### src/rtl/debug_bus_arbiter_pkg.sv
// Shared definitions for the 8-bit debug register bus and its arbiter:
// command/response codes, FSM encoding, payload structs and a request helper.
package debug_bus_arbiter_pkg;

    localparam int unsigned CMD_W  = 3;
    localparam int unsigned ADDR_W = 8;
    localparam int unsigned DATA_W = 8;
    localparam int unsigned RESP_W = 2;
    localparam int unsigned CNT_W  = 8;

    localparam logic [CMD_W-1:0] MCMD_IDLE = 3'b000;
    localparam logic [CMD_W-1:0] MCMD_WR   = 3'b001;
    localparam logic [CMD_W-1:0] MCMD_RD   = 3'b010;

    localparam logic [RESP_W-1:0] SRESP_NULL = 2'b00;
    localparam logic [RESP_W-1:0] SRESP_DVA  = 2'b01;
    localparam logic [RESP_W-1:0] SRESP_ERR  = 2'b11;

    typedef enum logic [1:0] {
        ST_IDLE      = 2'b00,
        ST_CMD       = 2'b01,
        ST_WAIT_RESP = 2'b10
    } state_t;

    // Master-to-target command payload
    typedef struct packed {
        logic [CMD_W-1:0]  cmd;
        logic [ADDR_W-1:0] addr;
        logic [DATA_W-1:0] data;
    } bus_cmd_t;

    // Target-to-master return payload
    typedef struct packed {
        logic              accept;
        logic [RESP_W-1:0] resp;
        logic [DATA_W-1:0] data;
    } bus_rsp_t;

    // Only write and read codes count as requests; everything else is idle
    function automatic logic is_request(input logic [CMD_W-1:0] cmd);
        return (cmd == MCMD_WR) || (cmd == MCMD_RD);
    endfunction

endpackage

### src/rtl/debug_bus_arbiter_rr_pick.sv
// Two-way round-robin pick (combinational).
//   req  : request vector, bit i = master i requesting
//   last : index of the master granted most recently
//   gnt  : one-hot winner, 00 when nobody requests
module debug_bus_arbiter_rr_pick (
    input  logic [1:0] req,
    input  logic       last,
    output logic [1:0] gnt
);

    // A lone requester always wins; on a tie the one not granted last wins
    always_comb begin
        gnt = 2'b00;
        case (req)
            2'b01:   gnt = 2'b01;
            2'b10:   gnt = 2'b10;
            2'b11:   gnt = last ? 2'b01 : 2'b10;
            default: gnt = 2'b00;
        endcase
    end

endmodule

### src/rtl/debug_bus_arbiter.sv
// Two-master round-robin arbiter for the debug register bus. One transaction
// is outstanding at a time; reads that get no target response within
// RESP_TIMEOUT wait cycles are completed with ERR.
//   clk, reset_n                 : clock, async active-low reset
//   m0_* / m1_* (MCmd/MAddr/MData in; SCmdAccept/SData/SResp out) : masters
//   s_*  (MCmd/MAddr/MData out; SCmdAccept/SData/SResp in)         : target
//   arb_grant                    : one-hot owner, 00 in IDLE
//   timeout_err                  : pulses in the cycle ERR is issued
module debug_bus_arbiter
    import debug_bus_arbiter_pkg::*;
#(
    parameter int unsigned RESP_TIMEOUT = 15
) (
    input  logic              clk,
    input  logic              reset_n,
    input  logic [CMD_W-1:0]  m0_MCmd,
    input  logic [ADDR_W-1:0] m0_MAddr,
    input  logic [DATA_W-1:0] m0_MData,
    output logic              m0_SCmdAccept,
    output logic [DATA_W-1:0] m0_SData,
    output logic [RESP_W-1:0] m0_SResp,
    input  logic [CMD_W-1:0]  m1_MCmd,
    input  logic [ADDR_W-1:0] m1_MAddr,
    input  logic [DATA_W-1:0] m1_MData,
    output logic              m1_SCmdAccept,
    output logic [DATA_W-1:0] m1_SData,
    output logic [RESP_W-1:0] m1_SResp,
    output logic [CMD_W-1:0]  s_MCmd,
    output logic [ADDR_W-1:0] s_MAddr,
    output logic [DATA_W-1:0] s_MData,
    input  logic              s_SCmdAccept,
    input  logic [DATA_W-1:0] s_SData,
    input  logic [RESP_W-1:0] s_SResp,
    output logic [1:0]        arb_grant,
    output logic              timeout_err
);

    localparam logic [CNT_W-1:0] CNT_LIMIT = CNT_W'(RESP_TIMEOUT);

    state_t           state, next_state;
    logic             r_last;
    logic [1:0]       r_grant;
    logic [CNT_W-1:0] r_cnt;

    logic [1:0] req;
    logic [1:0] pick_gnt;
    logic       grant_load;
    logic       cnt_clr;
    logic       cnt_inc;

    bus_cmd_t m0_cmd, m1_cmd, sel_cmd, s_cmd;
    bus_rsp_t rsp, m0_rsp, m1_rsp;

    assign m0_cmd  = '{cmd: m0_MCmd, addr: m0_MAddr, data: m0_MData};
    assign m1_cmd  = '{cmd: m1_MCmd, addr: m1_MAddr, data: m1_MData};
    assign sel_cmd = r_grant[1] ? m1_cmd : m0_cmd;
    assign req     = {is_request(m1_MCmd), is_request(m0_MCmd)};

    debug_bus_arbiter_rr_pick u_pick (
        .req  (req),
        .last (r_last),
        .gnt  (pick_gnt)
    );

    // State, owner, round-robin history and response-wait counter
    always_ff @(posedge clk or negedge reset_n) begin
        if (!reset_n) begin
            state   <= ST_IDLE;
            r_last  <= 1'b1;
            r_grant <= 2'b00;
            r_cnt   <= '0;
        end else begin
            state <= next_state;
            if (grant_load) begin
                r_grant <= pick_gnt;
                r_last  <= pick_gnt[1];
            end
            if (cnt_clr) begin
                r_cnt <= '0;
            end else if (cnt_inc && (r_cnt < CNT_LIMIT)) begin
                r_cnt <= CNT_W'(r_cnt + 1'b1);
            end
        end
    end

    // Next-state and bus muxing; target traffic is only looked at in the
    // state that expects it, so stray accepts/responses are dropped.
    always_comb begin
        next_state  = state;
        grant_load  = 1'b0;
        cnt_clr     = 1'b0;
        cnt_inc     = 1'b0;
        s_cmd       = '0;
        rsp         = '0;
        timeout_err = 1'b0;

        case (state)
            ST_IDLE: begin
                if (|req) begin
                    grant_load = 1'b1;
                    next_state = ST_CMD;
                end
            end
            ST_CMD: begin
                s_cmd      = sel_cmd;
                rsp.accept = s_SCmdAccept;
                if (s_SCmdAccept) begin
                    if (sel_cmd.cmd == MCMD_RD) begin
                        cnt_clr    = 1'b1;
                        next_state = ST_WAIT_RESP;
                    end else begin
                        next_state = ST_IDLE;
                    end
                end
            end
            ST_WAIT_RESP: begin
                // A real response beats a timeout landing in the same cycle
                if (s_SResp != SRESP_NULL) begin
                    rsp.resp   = s_SResp;
                    rsp.data   = s_SData;
                    next_state = ST_IDLE;
                end else if (r_cnt == CNT_LIMIT) begin
                    rsp.resp    = SRESP_ERR;
                    timeout_err = 1'b1;
                    next_state  = ST_IDLE;
                end else begin
                    cnt_inc = 1'b1;
                end
            end
            default: begin
                next_state = ST_IDLE;
            end
        endcase
    end

    // Only the owner sees the return path; r_grant is stale in IDLE but rsp is zero there
    assign m0_rsp = r_grant[0] ? rsp : '0;
    assign m1_rsp = r_grant[1] ? rsp : '0;

    assign m0_SCmdAccept = m0_rsp.accept;
    assign m0_SResp      = m0_rsp.resp;
    assign m0_SData      = m0_rsp.data;
    assign m1_SCmdAccept = m1_rsp.accept;
    assign m1_SResp      = m1_rsp.resp;
    assign m1_SData      = m1_rsp.data;

    assign s_MCmd  = s_cmd.cmd;
    assign s_MAddr = s_cmd.addr;
    assign s_MData = s_cmd.data;

    assign arb_grant = (state == ST_IDLE) ? 2'b00 : r_grant;

endmodule
### config.mk
export PLATFORM = sky130hd
export DESIGN_NAME = debug_bus_arbiter
export DESIGN_NICKNAME = d
export VERILOG_FILES = /design/src/rtl/debug_bus_arbiter_pkg.sv /design/src/rtl/debug_bus_arbiter_rr_pick.sv /design/src/rtl/debug_bus_arbiter.sv
export SDC_FILE = /design/constraint.sdc
export NUM_CORES = 1
export LEC_CHECK = 0
export ABC_AREA = 1
export CELL_PAD_IN_SITES_DETAIL_PLACEMENT = 0
export CELL_PAD_IN_SITES_GLOBAL_PLACEMENT = 1
export CORE_MARGIN = 2
export CORE_UTILIZATION = 22
export CTS_CLUSTER_DIAMETER = 150
export DETAILED_ROUTE_END_ITERATION = 10
export HOLD_SLACK_MARGIN = 0.08
export PLACE_DENSITY_LB_ADDON = 0.1
export SYNTH_ARGS = -nofsm -noshare
export SYNTH_HDL_FRONTEND = slang
export SYNTH_HIERARCHICAL = 1
export SYNTH_SLANG_ARGS = --single-unit
### constraint.sdc
create_clock -name clk -period 1.59 [get_ports clk]
set_input_delay 0.159 -clock clk [delete_from_list [all_inputs] [get_ports clk]]
set_output_delay 0.159 -clock clk [all_outputs]
set_load 0.02 [all_outputs]
Word-level counts from Yosys, hierarchy flattened
Index checks and enable logic that the tools add are counted.
{ "word_totals": {"reg_bits": 13, "input_bits": 51, "out_inout_bits": 44, "word_cells": 59} }
{ "classes": {"add_sub_neg": 1, "order_cmp": 1, "n_eq_ne": 14, "n_mux": 31, "n_reduce_logical": 8} }
{ "ops": {"columns": ["op", "count"], "rows": [
  ["19-bit 2-to-1 mux", 2],
  ["8-bit 2-to-1 mux", 3],
  ["11-bit 2-to-1 mux", 2],
  ["2-bit 2-to-1 mux", 9],
  ["1-bit 2-to-1 mux", 12],
  ["2-bit one-hot mux with 3 select lines", 2],
  ["10-bit 2-to-1 mux", 1],
  ["3-bit by 2-bit equality test with 1-bit output (second input constant)", 3],
  ["8-bit by 1-bit adder with 8-bit output (second input constant)", 1],
  ["8-bit by 4-bit equality test with 1-bit output (second input constant)", 1],
  ["8-bit by 4-bit < comparator with 1-bit output (second input constant)", 1],
  ["2-bit equality test (second input constant)", 3],
  ["3-bit by 1-bit equality test with 1-bit output (second input constant)", 2],
  ["2-bit by 1-bit equality test with 1-bit output (second input constant)", 2],
  ["2-bit != test (second input constant)", 2],
  ["2-bit nonzero test", 2],
  ["3-bit != test (second input constant)", 1],
  ["3-bit AND reduction", 1],
  ["2-bit logical NOT", 1],
  ["1-bit logical OR", 2],
  ["2-bit OR reduction", 1],
  ["1-bit logical AND", 1]
]} }

Logic depth before layout (Yosys ltp)
{ "depth": {"ltp_word": 7, "depth_mapped": 9, "ltp_nobuf": 9} }

By module
Netlist, hierarchy kept.
{ "modules_own_cells": {"columns": ["module", "n_inst", "cells_each", "area_per_inst_um2", "seq_area_each_um2"], "rows": [
  ["debug_bus_arbiter", 1, 203, 1325.0, 326.6],
  ["debug_bus_arbiter_rr_pick", 1, 5, 21.3, 0.0]
]} }

Worst setup path after synthesis
OpenSTA, ideal clock, no wires.
{ "synth_timing": {"path_kind": "reg2out", "startpoint": "reg r_grant[0]", "endpoint": "out m0_SData[2]", "t_arrival_ns": 1.323, "t_required_ns": 1.431, "setup_slack_ns": 0.108, "stages_incl_launch_ff": 4, "path_buffers": 1, "cell_sequence": "dfrtp_1 -> inv_1 -> clkbuf_1 -> nor4_1"} }
{ "synth_via": {"elab_chain_len": 1} }
{ "synth_rtl": {"columns": ["element", "line", "source"], "rows": [
  ["start: declaration", "debug_bus_arbiter.sv:42", "logic [1:0] r_grant;"],
  ["start signal: assignment", "debug_bus_arbiter.sv:75", "r_grant <= pick_gnt;"],
  ["11-bit 2-to-1 mux", "debug_bus_arbiter.sv:137", "assign m0_rsp = r_grant[0] ? rsp : '0;"],
  ["end: declaration", "debug_bus_arbiter.sv:20", "output logic [DATA_W-1:0] m0_SData,"]
]} }
No other way between the ends.

Final worst setup path
Ends and elaborated chain as after synthesis.

==> results <==
Yosys cell counts:
master | instances | area share, %
buf_4 | 4 | 2.2
nor2_2 | 7 | 3.3
xor2_1 | 1 | 0.65
dfstp_2 | 1 | 2.0
a21oi_1 | 23 | 8.6
nor2_1 | 8 | 2.2
nand2_2 | 2 | 0.93
inv_1 | 30 | 8.4
nor3_4 | 1 | 1.2
nand3_1 | 12 | 4.5
dfrtp_1 | 12 | 22
nand4_1 | 1 | 0.46
ha_1 | 1 | 0.93
o21ai_1 | 4 | 1.5
buf_2 | 5 | 1.9
nand2_4 | 3 | 2.5
nand3_2 | 3 | 2.2
nor4_1 | 6 | 2.8
clkbuf_1 | 1 | 0.28
nor4_2 | 10 | 9.3
inv_2 | 4 | 1.1
nand2_1 | 66 | 18
nor2_4 | 3 | 2.5
critical path: cells and delay by family, from the launching register on:
family	cells	cell delay, ns
flops	1	0.38
buf+inv	3	0.48
simple gates	1	0.29
layer usage:
metal	track usage (%)	wire length (µm)
met3	2.17	421
met1	16.5	2150
met5	0	0
met4	3.00	12
met2	23.8	2140
final timing paths:
kind | from | endpoint | slack [ns] | cells past startpoint
min | reset_n | r_cnt[3]$_DFFE_PN0P_ | 0.22 | 2
max in group asynchronous | reset_n | r_last$_DFFE_PN1P_ | 1.13 | 2
max | r_grant[0]$_DFFE_PN0P_ | m0_SData[2] | 0.03 | 4
min reg2reg | r_last$_DFFE_PN1P_ | r_last$_DFFE_PN1P_ | 0.48 | 2
min in group clk | r_last$_DFFE_PN1P_ | r_last$_DFFE_PN1P_ | 0.48 | 2
max reg2reg | r_grant[1]$_DFFE_PN0P_ | r_cnt[3]$_DFFE_PN0P_ | 0.20 | 9
kinds of logic (layout without fill, tap and decap cells):
logic type               count (synthesis)  in the layout  synth area share (%)
XOR/XNOR                                 1              1                 0.651
adder cells (fa/ha/maj)                  1              1                 0.929
buffers and inverters                   44            172                  13.8
AND/OR/NAND/NOR                        122            122                  50.3
flip-flops                              13             13                  24.3
AO/OA/AOI/OAI                           27             27                  10.0
timing repair:
action,in CTS,in global routing
pin swaps,1,0
hold endpoints to repair,0,0
setup buffers,4,1
setup endpoints to repair,44,40
resized for setup,157,46
per-stage QoR:
step	hold slack (ns)	instance area, µm²	instances	power, µW	TNS (ns)
6_report	0.221	2570	411	2560	0
5_1_grt	0.241	2570	411	2790	-0.246
4_1_cts	0.221	2680	410	2680	0
3_5_place_dp	0.478	2620	402	2400	-8.53
3_3_place_gp	0.474	2620	402	2400	-8.32
2_1_floorplan	-0.137	1350	208	1440	0
report_power, final:
group | switching [µW] | internal, µW | total [µW]
logic | 990 | 773 | 1760
registers | 74.0 | 432 | 506
clock network | 117 | 177 | 294
state kept, by name, indices dropped and copies added, names as in the netlist:
| name | cells |
|---|---|
| r_cnt | 8 |
| r_grant | 2 |
| r_last | 1 |
| state | 2 |
layout make-up:
type / instances / area share [%]
Timing Repair Buffer: 134 / 42.5
Multi-Input combinational cell: 151 / 34.3
Sequential cell: 13 / 12.7
Inverter: 34 / 5.10
Tap cell: 75 / 3.65
Clock buffer: 4 / 1.75
==> out/results.txt <==
Synth Register Bits: 13
Die width: 82.2 µm
Drt wl/cell: 11.5 µm
Setup Crit Path Kind: reg -> out
Mapped Cells: 208
Clock Skew: 0.00214 ns
RSZ-0062 raised after global routing: true
WP data arrival: 1.40 ns
CP max FO: 9
Most common cell after layout, fill and taps aside: nand2_1
Final Hold Viols: 0
Syn-to-layout area delta: 91.2%
Outcome: finished clean
Vias in the first global route: 1,597
Crit start category: flip-flop
ANT cells: 0
Pin count of the biggest net entering global routing: 21
Final max-slew violation count: 0
Initial Utilization: 22.7%
Core area: 5920 µm²
CTS tree: yes
Cell variety after synth: 23
Vias/cell: 4.16
# fillers: 634
Sequential cell area: 327 µm²
First-pass GRT wire length: 7.16 mm
# DRC: 0
Placer's final routability congestion estimate: 0.720
CTS Hold Bufs: 0
CP Cell Sequence: clkinvlp_4, buf_4, nor4_1, buf_2
Most frequent cells in the layout: 66 x nand2_1, 48 x clkdlybuf4s50_1, 41 x buf_4
CTS Buf Count: 3
Clk slew on worst S/H paths: 0.06 ns
Final core utilization: 43.5%
Die area: 6760 µm²
Sequential element share of the synthesized area: 24.3%
DP Wirelength: 3.64 mm
Max-slew headroom: 81.0%
Drt total wl: 4.72 mm
I/O Buffers: 94
Tcrit/Tclk final: 97.9%
Clock Latency Late Sink: 0.24 ns
Drt first pass iters: 2
Crit-path slowest cell: dfrtp_1
Total congestion overflow: 0
Worst Slack Setup Final: 0.0327 ns
Root Driver: clkbuf_8
Yosys warns: 6
Measured slew at the worst slew-check pin: 0.284 ns
Max Cap Viol: 0
Io pins: 95
Post-Place Setup Slack: -0.371 ns
Max VDD drop: 732 µV
Fmax: 0.642 GHz
CP peak stage delay: 0.38 ns
CTS Sinks: 13
Post-DRT Antenna Nets: 0
Std-Cell Rows: 28
Vias: 1,710
Die Ht: 82.2 µm
Layout Nets: 389
Syn_area_per_cell: 6.47 µm²
GRT Util Overall: 13.3%
Clk buf depth: 2
Initial DRC count: 47
Min cycle time layout: 1.56 ns
Leakage power total: 0.00133 µW
Syn nets: 260
Post-Synthesis Cell Area: 1350 µm²
Cell area power density: 996 nW/µm²
Initial antenna violation count: 0
Multi-input gate area: 882 µm²
Layout cells sized above 1: 37.2%
Hold Path Class: in -> async
Final setup viols: 0
Htree depth: 1
Data required, critical path: 1.43 ns
Endpoint class of the critical path: output pin
Power figures use the tool's default switching activity.
